===== src/rtl/sb_cfg_switch_block.sv =====
// ============================================================================
// Module   : sb_cfg_switch_block
// Function : Routing switch block with a double-buffered serial configuration
//            chain. Select bits shift through a shadow chain on prog_clk and
//            are copied into the active select registers only on a validated
//            commit, so the routing never glitches while the chain shifts.
// Options  : SB_CFG_PARITY_EN - adds one trailing odd-parity bit to the
//            chain; a commit is accepted only if the parity checks out.
// Revision : 1.0 - initial release
// ============================================================================
`default_nettype none

module sb_cfg_switch_block #(
    parameter  int CHAN_W   = 20,
    parameter  int MUX_SIZE = 4,
    localparam int SEL_W    = $clog2(MUX_SIZE),
    localparam int DATA_W   = CHAN_W * SEL_W,
`ifdef SB_CFG_PARITY_EN
    localparam int TOTAL    = DATA_W + 1,
`else
    localparam int TOTAL    = DATA_W,
`endif
    localparam int CNT_W    = $clog2(TOTAL + 1)
) (
    input  logic                       prog_clk,
    input  logic                       prog_reset_n,
    input  logic                       ccff_head,
    input  logic                       cfg_shift_en,
    input  logic                       cfg_commit,
    input  logic [CHAN_W*MUX_SIZE-1:0] mux_in,
    output logic [CHAN_W-1:0]          chan_out,
    output logic                       ccff_tail,
    output logic [CNT_W-1:0]           cfg_count,
    output logic                       cfg_valid,
    output logic                       cfg_err
);

    localparam logic [CNT_W-1:0] C_FULL_CNT = CNT_W'(TOTAL);

    logic [TOTAL-1:0]  r_shadow;
    logic [DATA_W-1:0] r_active;
    logic [CNT_W-1:0]  r_count;
    logic              r_valid;
    logic              r_err;

    logic [TOTAL:0]    w_shift_cat;
    logic              w_full;
    logic              w_commit_ok;

    // New bit enters at the top; the oldest bit sits at shadow[0] and drives
    // the tail. Built via concatenation so a one-bit chain also works.
    assign w_shift_cat = {ccff_head, r_shadow};
    assign w_full      = (r_count == C_FULL_CNT);

`ifdef SB_CFG_PARITY_EN
    // Whole chain, including the trailing parity bit, must XOR to 1.
    assign w_commit_ok = w_full && (^r_shadow);
`else
    assign w_commit_ok = w_full;
`endif

    // Shadow chain, active selects and the count/valid/error bookkeeping.
    always_ff @(posedge prog_clk or negedge prog_reset_n) begin
        if (!prog_reset_n) begin
            r_shadow <= '0;
            r_active <= '0;
            r_count  <= '0;
            r_valid  <= 1'b0;
            r_err    <= 1'b0;
        end else if (cfg_shift_en) begin
            r_shadow <= w_shift_cat[TOTAL:1];
            if (w_full) begin
                r_err <= 1'b1;              // shifting past a full chain
            end else begin
                r_count <= r_count + CNT_W'(1);
            end
            if (cfg_commit) begin
                r_err <= 1'b1;              // commit colliding with a shift is dropped
            end
        end else if (cfg_commit) begin
            if (w_commit_ok) begin
                r_active <= r_shadow[DATA_W-1:0];
                r_valid  <= 1'b1;
                r_count  <= '0;
                r_err    <= 1'b0;
            end else begin
                r_err    <= 1'b1;
            end
        end
    end

    // Per-track selector: out-of-range selects and an unloaded config give 0.
    for (genvar gi = 0; gi < CHAN_W; gi++) begin : g_track
        logic [SEL_W-1:0]    w_sel;
        logic [MUX_SIZE-1:0] w_cand;
        logic                w_in_range;

        assign w_sel       = r_active[gi*SEL_W +: SEL_W];
        assign w_cand      = mux_in[gi*MUX_SIZE +: MUX_SIZE];
        assign w_in_range  = ({{(32-SEL_W){1'b0}}, w_sel} < 32'(MUX_SIZE));
        assign chan_out[gi] = r_valid && w_in_range && w_cand[w_sel];
    end : g_track

    assign ccff_tail = r_shadow[0];
    assign cfg_count = r_count;
    assign cfg_valid = r_valid;
    assign cfg_err   = r_err;

endmodule : sb_cfg_switch_block

`default_nettype wire

===== config.mk =====
export PLATFORM = sky130hd
export DESIGN_NAME = sb_cfg_switch_block
export DESIGN_NICKNAME = d
export VERILOG_FILES = /design/src/rtl/sb_cfg_switch_block.sv
export SDC_FILE = /design/constraint.sdc
export NUM_CORES = 1
export LEC_CHECK = 0
export ABC_AREA = 1
export CAP_MARGIN = 20
export CORE_MARGIN = 2
export CORE_UTILIZATION = 45
export CTS_BUF_LIST = sky130_fd_sc_hd__clkbuf_8
export DETAILED_ROUTE_END_ITERATION = 12
export MAX_ROUTING_LAYER = met4
export PLACE_DENSITY = 0.75
export SLEW_MARGIN = 20
export SYNTH_ARGS = -nofsm -noshare
export SYNTH_HDL_FRONTEND = slang
export SYNTH_SLANG_ARGS = --single-unit

===== constraint.sdc =====
create_clock -name prog_clk -period 2.62 [get_ports prog_clk]
set_input_delay 0.262 -clock prog_clk [delete_from_list [all_inputs] [get_ports prog_clk]]
set_output_delay 0.262 -clock prog_clk [all_outputs]
set_load 0.01 [all_outputs]

======== Word level (Yosys, flattened, before mapping) ========
Index checks and enable logic that the tools add are counted.
cells by class
  $add $sub $neg .......................... 1
  multipliers ............................. 0
  div/mod/pow operators ................... 0
  $lt $le $gt $ge ......................... 20
  eq/ne operators ......................... 2
  shift operators ......................... 0
  muxes and demuxes ....................... 49
  bitwise logic cells ..................... 1
  reduce and logical (&&, ||, !) cells .... 26
operators with widths
  operator                                                               number
  2-bit by 3-bit < comparator with 1-bit output (second input constant)  20
  1-bit binary-select mux with 2-bit select                              20
  1-bit two-way mux                                                      25
  6-bit two-way mux                                                      4
  1-bit logical AND                                                      20
  6-bit by 1-bit adder with 6-bit output (second input constant)         1
  6-bit equality test (second input constant)                            1
  3-bit AND reduction                                                    2
  2-bit nonzero test                                                     3
  2-bit inequality test (second input constant)                          1
  2-bit AND reduction                                                    1
  1-bit NOT                                                              1
storage, ports and cells
  flip-flop bits (word level) ............. 88
  latch bits .............................. 0
  RAM bits ................................ 0
  bits in read-only memories .............. 0
  input port bits ......................... 85
  output and inout bits ................... 29
  logic and storage cells ................. 104
  memories kept ........................... 0

======== Depth between registers and ports, before layout ========
Gate-level depths: netlist of run 1.
  word-level depth ........................ 4
  mapped depth ............................ 10
  depth with buffers taken out ............ 10

======== Worst setup path before layout of run 1 ========
OpenSTA, ideal clock, no wires.
  path kind ............................... reg-to-reg
  start point ............................. register r_count[0] (netlist: cfg_count[0])
  end point ............................... register r_count[5] (netlist: cfg_count[5])
  library setup time ...................... 71 ps
  arrival time ............................ 1592 ps
  setup slack ............................. 957 ps
  stages on the path, launching flop included .. 11
  period minus slack after synthesis ...... 1663 ps
  cells stage by stage .................... dfrtp_1 > inv_1 > ha_1 > nand3_2 > nor2_4 > ha_1 > nor2_4 > nand3_1 > nand2_1 > inv_1 > nor2_1
on the way
  longest elaborated chain between the ends .. 3
  elaborated cells between the ends (all ways) .. 7
  classes of those cells .................. 1 x add/sub; 2 x eq/ne; 2 x mux; 2 x reduce/logical
ends and longest elaborated chain
  item                                                                           line    source
  from (decl)                                                                    42      logic [CNT_W-1:0] r_count;
  from (signal assigned)                                                         75      r_count <= r_count + CNT_W'(1);
  6-bit by 1-bit adder with 6-bit output or 6-bit equality test (tied branches)  75, 53
  6-bit two-way mux, or another cell as far along                                72      if (w_full) begin
  6-bit two-way mux or 3-bit AND reduction (tied branches)                       -
Parallel ways exist; a longest one is shown, timed or not. The select of a mux whose other input is x is not followed.
A chain may end at the register's enable or synchronous reset.

======== Worst setup path after layout of run 1 ========
  start point ............................. register r_active[30]
  end point ............................... output port chan_out[15]
on the way
  longest elaborated chain between the ends .. 3
ends and longest elaborated chain
  item                                       line  source
  from (decl)                                41    logic [DATA_W-1:0] r_active;
  from (signal assigned)                     82    r_active <= r_shadow[DATA_W-1:0];
  1-bit binary-select mux with 2-bit select  101   assign chan_out[gi] = r_valid && w_in_range && w_cand[w_sel];
  1-bit two-way mux (not written as such)    101
  1-bit logical AND                          101
  to (decl)                                  31    output logic [CHAN_W-1:0] chan_out,
No other way between the ends. The select of a mux whose other input is x is not followed.

==> summary.txt, run 1 <==
Cells and area
  • Layout Nets: 699
  • Post-route insts no fill: 749
  • Finished Cell Area: 5853 sq um
  • Layout cell share with drive strength beyond 1: 0.1737
  • Area growth from synthesis to layout: 32.86%
  • # diodes: 0
  • Share of the core filled with cells: 0.6072

Power and ir drop
  • Peak supply drop: around 0.37 mV
  • PwrDens: ~550 nW/um^2
  • Leak: 2.493 nW
  • Final Power: 0.003231 W

GRT
  • Grt ovf: 0
  • Largest net degree at the start of global routing: 85
  • First-pass GRT wire length: 14,750 um
  • Number of global-route vias before repair: between 3,000 and 4,000
  • Initial antenna violation count: 0
  • Overall Global Routing Usage: 0.1811

Die
  • Ports: 114
  • Starting Density: 0.4570
  • Core area: 9639 sq um
  • Die height: approximately 100 um
  • Rows: 36
  • Die area: 10,600 sq um
  • Die width: 102.9 um

Worst setup path
  • Reg2Reg Depth: 10
  • Critical path fanouts, max: 4
  • Slack of the worst reg-to-reg path: 0.83 ns
  • Reg-to-Reg End: cfg_count[5]
  • WP data required: 2.36 ns
  • Startpoint Class: flip-flop
  • Arr. time, crit path: 1.72 ns
  • CP Capture Type: primary output
  • Path type of the worst setup path: reg2out
  • R2R Path Start: cfg_count[0]

Drt
  • Vias per cell: 4.834
  • Antenna-violating nets left: 0
  • Initial DRT Pass Iterations: 5
  • Initial drt markers: ~120
  • Vias: 3,621
  • Wire per inst: 12.09 um
  • # DRC: 0
  • Total wire length: 9057 um

Timing
  • Worst-margin pin slew: 0.6888 ns
  • Setup Viol. Count Final: 0
  • Max Slew Vio Count: 0
  • Tmin final: 1.986 ns
  • Final Hold Violating Endpoints: 0
  • Peak Freq: 503.5 MHz
  • Unrepaired setup endpoints after global routing: false
  • Rel. slew slack: 0.5408
  • Final setup TNS: 0 ns
  • Skew final: around 0.019 ns
  • Final worst-path cycle share: 0.7581

Outcome
  • Status: completed

Synthesis
  • XOR/XNOR share of the synthesized area: 0
  • Synth cell types: 23
  • Post-synthesis sequential area ratio: 0.4999
  • Post-Synth Adder-Cell Area: 0.008520
  • Largest family of logic cells by synthesized area: compound AO/OA/AOI/OAI gates
  • Flop and latch count out of synthesis: 88
  • Compound-cell area share of the yosys netlist: 0.2335
  • Synth warnings: 0
  • Post-Synth Simple-Gate Area: 0.1653
  • Mean Syn Cell Area: approximately 8.8 sq um
  • Mux share of post-synthesis cell area: 0
  • Mapped Area: 4405 sq um
  • Mapped Cells: 501
  • Syn Nets: between 500 and 600

Placement
  • Placed Instance Area: roughly 5600 sq um
  • HPWL after detailed placement: 6357 um
  • IO Port Bufs: roughly 110
  • Gpl congestion: 0.7736
  • Post-placement cell count: around 730

Worst hold path
  • HP Class: in2reg
  • HP Start: cfg_shift_en
  • Min-Delay Path Depth: 4
  • Min-Delay Endpoint: cfg_err

Clocking
  • Num CTS Buffers: 9
  • CTS H-tree lvls: 3
  • # clock sinks: 88
  • Clock Latency Late Sink: approximately 0.36 ns
  • Post_cts resized: 0
  • Post-CTS Setup Inserts: 0
  • Longest Clk Path Bufs: 2
  • CTS tree: yes
  • Root cell of the clock tree: clkbuf_8
  • Worst-path clk slew: around 0.080 ns

Job
  • Max-Cap Viols: 0
[registers in the layout, indices dropped and copies added, names as in the netlist]
name,flops
cfg_err,1
cfg_valid,1
r_shadow,40
r_active,40
cfg_count,6
[what timing repair did]
| item | CTS | global route |
|---|---|---|
| endpoints found under the hold margin | 51 | 0 |
| hold buffers | 1 | 0 |
| setup endpoints to repair | 0 | 0 |
[logic make-up (layout without fill, tap and decap cells)]
| logic type | Yosys count | count (layout) |
|---|---|---|
| AOI/OAI and AO/OA | 165 | 165 |
| adders and majority gates | 3 | 3 |
| buffers and inverters | 91 | 206 |
| DFF | 88 | 88 |
| and+or+nand+nor | 154 | 154 |
[worst max-delay path by stage]
stage | to | from | cells after the start | slack [ns]
detailed placement | chan_out[19] | mux_in[76] | 6 | 0.71
finish | chan_out[15] | r_active[30] | 4 | 0.63
floorplan | cfg_count[5] | cfg_count[0] | 10 | 0.96
CTS | chan_out[15] | r_active[30] | 4 | 0.60
global placement | chan_out[4] | mux_in[16] | 6 | 0.75
global route | chan_out[15] | r_active[30] | 4 | 0.50
[cells in the final DEF (no fill, tap or decap), types with 2 or more instances in the layout]
master,n
a21oi_1,21
buf_12,2
buf_4,3
bufinv_16,2
clkbuf_8,11
clkdlybuf4s50_1,111
dfrtp_1,88
ha_1,3
inv_1,72
nand2_1,56
nand2_2,40
nand3_1,6
nand4_1,3
nor2_1,43
nor2_4,2
o21a_1,20
o21ai_0,82
o21ai_2,40
[area by class of cell]
cell class | count | area (sq um)
Sequential cell | 88 | 2202
Fill cell | 878 | 3786
Clock buffer | 11 | 151.4
Clock inverter | 5 | 80.08
Tap cell | 133 | 166.4
Multi-Input combinational cell | 322 | 1794
Timing Repair Buffer | 118 | 1189
Inverter | 72 | 270.3
[metal layers]
layer,GRT usage,vias to the layer above,share of wire
li1,-,1828,-
met1,0.2183,1698,0.46
met2,0.3062,80,0.48
met3,0.03051,15,0.045
met4,0.06680,0,0.014
met5,-,-,0
[worst max-delay path: stages (launching register included)]
cell and delay, ns:
dfrtp_1 0.44, o21a_1 0.16, o21ai_0 0.10, a21oi_1 0.13, clkdlybuf4s50_1 0.55
[Yosys cell counts, drive strengths merged]
library cell  count  share of area
nand3b            1         0.0017
nand2            97           0.11
buf              14          0.027
nand4             3         0.0043
o21a             20          0.034
clkbuf            5         0.0043
a21oi            21          0.024
inv              72          0.061
nand3             7         0.0091
nor2             46          0.043
o21ai           123           0.17
ha                3         0.0085
a21boi            1         0.0017
dfrtp            88           0.50
[per-stage QoR]
step | hold slack, ns | setup WS [ns]
2_1_floorplan | -0.03359 | 0.9571
3_3_place_gp | 0.3382 | 0.7536
3_5_place_dp | 0.3430 | 0.7131
4_1_cts | 0.2435 | 0.6032
5_1_grt | 0.2738 | 0.4997
6_report | 0.2696 | 0.6338
[power breakdown]
group	total [W]	switching [W]	internal, W
clock	0.00106	0.000470	0.000588
sequential	0.00159	0.0000975	0.00149
combinational	0.000584	0.000279	0.000305
Note: power is estimated with default switching activity, not from simulation.
==> run 2: changes to the inputs <==
--- a/config.mk
+++ b/config.mk
@@ -12,7 +12,7 @@
 export CTS_BUF_LIST = sky130_fd_sc_hd__clkbuf_8
 export DETAILED_ROUTE_END_ITERATION = 12
 export MAX_ROUTING_LAYER = met4
-export PLACE_DENSITY = 0.75
+export PLACE_DENSITY = 0.78
 export SLEW_MARGIN = 20
 export SYNTH_ARGS = -nofsm -noshare
 export SYNTH_HDL_FRONTEND = slang
==> constraint.sdc (replaced) <==
create_clock -name prog_clk -period 1.8 [get_ports prog_clk]
set_input_delay 0.18 -clock prog_clk [delete_from_list [all_inputs] [get_ports prog_clk]]
set_output_delay 0.18 -clock prog_clk [all_outputs]
set_load 0.01 [all_outputs]
==> run 2 against run 1 <==
  * Largest cell class unchanged
  * Clock power grew 19%
  * Total power rose by 37%
  * Sequential share of layout area fell by 0.49 points
  * Count of clock-buffer cells in the layout decreased by 2
  * Die area is the same
  * First-iteration DRC count grew 35%
  * Critical path depth rose by 5
==> summary.txt, run 2 (synthesis results as in run 1) <==
Outcome
  • Status: completed (unchanged)

Placement
  • Gpl congestion: 0.7617 (was 0.7736)
  • IO Port Bufs: 113 (unchanged)
  • HPWL after detailed placement: 6746 um (was 6357 um)

Clocking
  • Longest Clk Path Bufs: 2 (unchanged)
  • Clock Latency Late Sink: 0.34 ns (was 0.36 ns)
  • Worst-path clk slew: 0.08 ns (about the same)
  • # clock sinks: 88 (unchanged)
  • Num CTS Buffers: 9 (unchanged)
  • CTS H-tree lvls: 3 (unchanged)
  • Root cell of the clock tree: clkbuf_8 (unchanged)
  • CTS tree: yes (unchanged)

Die
  • Die width: 102.9 um (unchanged)
  • Die height: 102.9 um (unchanged)
  • Die area: 10,600 sq um (unchanged)
  • Ports: 114 (unchanged)
  • Starting Density: 0.4570 (unchanged)
  • Core area: 9639 sq um (unchanged)
  • Rows: 36 (unchanged)

Timing
  • Max Slew Vio Count: 0 (unchanged)
  • Rel. slew slack: 0.5459 (was 0.5408)
  • Final Hold Violating Endpoints: 0 (unchanged)
  • Worst-margin pin slew: 0.6811 ns (was 0.6888 ns)
  • Tmin final: 1.650 ns
  • Unrepaired setup endpoints after global routing: false (unchanged)
  • Skew final: 0.01269 ns (was 0.01887 ns)
  • Final setup TNS: 0 ns (unchanged)
  • Setup Viol. Count Final: 0 (unchanged)
  • Final worst-path cycle share: 0.9167
  • Peak Freq: 606.0 MHz

Drt
  • Initial drt markers: 158 (was 117)
  • Vias: 3,694 (was 3,621)
  • Total wire length: 9302 um (was 9057 um)
  • Initial DRT Pass Iterations: 4 (was 5)
  • Vias per cell: 4.835 (was 4.834)
  • # DRC: 0 (unchanged)
  • Wire per inst: 12.18 um (was 12.09 um)
  • Antenna-violating nets left: 0 (unchanged)

Power and ir drop
  • Peak supply drop: 0.4684 mV (was 0.3669 mV)
  • PwrDens: 746.4 nW/um^2 (was 552.1 nW/um^2)
  • Leak: 2.591 nW (was 2.493 nW)

GRT
  • Largest net degree at the start of global routing: 84 (was 85)
  • Overall Global Routing Usage: 0.1873 (was 0.1811)
  • First-pass GRT wire length: 15,460 um (was 14,750 um)
  • Number of global-route vias before repair: 3,761 (was 3,517)
  • Initial antenna violation count: 0 (unchanged)
  • Grt ovf: 0 (unchanged)

Worst setup path
  • CP Capture Type: flip-flop (was primary output)
  • CP max stage cell: dfrtp_1 (was clkdlybuf4s50_1)
  • Arr. time, crit path: 1.88 ns (was 1.72 ns)
  • Startpoint Class: flip-flop (unchanged)
  • Delay-heaviest family, CP: buffers and inverters (unchanged)
  • Max stage delay on crit path: 0.42 ns (was 0.55 ns)
  • Path type of the worst setup path: reg2reg (was reg2out)
  • CP Buf/Inv Count: 3 (was 1)
  • Critical path fanouts, max: 36 (was 4)
  • Critical path, cell by cell: inv_1, ha_2, nand3_2, nor2_4, buf_4, nand2_4, buf_12, nand2_1, o21ai_2 (was o21a_1, o21ai_0, a21oi_1, clkdlybuf4s50_1)
  • WP data required: 2.03 ns (was 2.36 ns)

Cells and area
  • Area growth from synthesis to layout: 34.62% (was 32.86%)
  • Layout cell share with drive strength beyond 1: 0.1965 (was 0.1737)
  • # diodes: 0 (unchanged)
  • Most frequent cells in the layout: 91 x clkdlybuf4s50_1, 88 x dfrtp_1, 82 x o21ai_0 (was 111 x clkdlybuf4s50_1, 88 x dfrtp_1, 82 x o21ai_0)
  • Most common cell after layout, fill and taps aside: clkdlybuf4s50_1 (unchanged)
  • Layout Nets: 715 (was 699)
  • Share of the core filled with cells: 0.6153 (was 0.6072)

Worst hold path
  • HP Class: in2reg (unchanged)

Job
  • Max-Cap Viols: 0 (unchanged)
-- run 2: changes by cell type in the layout (fill, tap and decap cells not counted), sizes merged --
cell / delta
buf: +15
inv: +2
nor2: +1
bufinv: -1
clkbuf: -2
dlygate4sd2: +20
clkinv: +1
clkinvlp: -1
clkdlybuf4s50: -20
-- run 2: area by class of cell --
cell class,count,area (sq um)
clock buffers,9,123.9
flip-flops and latches,88,2202
clock inverters,6,55.05
multi-input cells,323,1821
inverters,72,270.3
well taps,133,166.4
repair buffers,133,1292
fillers,893,3709
-- run 2: worst min-delay path: stages --
cell     delay [ns]
buf_2          0.13
nand2_1        0.08
nand3_1        0.06
nand2_1        0.05
-- run 2: path summary, 6_finish.rpt --
check,cells past startpoint,slack [ns],from,end
worst max-delay path,9,0.15,cfg_count[1],r_active[15]
min in group asynchronous,2,0.32,prog_reset_n,r_active[24]
worst min-delay path,4,0.19,cfg_shift_en,cfg_err
worst min register to register,2,0.48,r_shadow[20],r_shadow[19]
max in group asynchronous,3,0.86,prog_reset_n,r_shadow[20]
worst max register to register,9,0.15,cfg_count[1],r_active[15]
-- run 2: layer usage --
metal,share of wire,global-route usage,routed length (um)
met1,0.43,0.2025,4033
met2,0.52,0.3576,4848
met3,0.040,0.02576,375
met4,0.0047,0.04858,44
met5,0,-,0
-- run 2: per-stage QoR --
step / hold slack (ns) / total power (W) / std cells / setup slack [ns] / cell area [sq um]
6_report: 0.1893 / 0.004427 / 764 / 0.1500 / 5931
5_1_grt: 0.2019 / 0.004676 / 764 / 0.04370 / 5931
4_1_cts: 0.1722 / 0.004478 / 763 / 0.01694 / 5904
3_5_place_dp: 0.1719 / 0.003220 / 736 / 0.01940 / 5654
3_3_place_gp: 0.1650 / 0.003170 / 736 / 0.09764 / 5654
2_1_floorplan: -0.1156 / 0.002745 / 501 / 0.1371 / 4405
-- run 2: timing repair --
action,CTS,global route
buffers inserted,11,0
gates cloned,0,1
pin swaps,0,1
endpoints found under the hold margin,35,0
setup endpoints to repair,20,4
hold buffers,1,0
resized for setup,21,5
-- run 2: power breakdown --
| group | internal (W) | switching, W |
|---|---|---|
| Sequential | 0.00217 | 0.000144 |
| Clock | 0.000620 | 0.000639 |
| Combinational | 0.000432 | 0.000419 |
| Total | 0.00322 | 0.00120 |
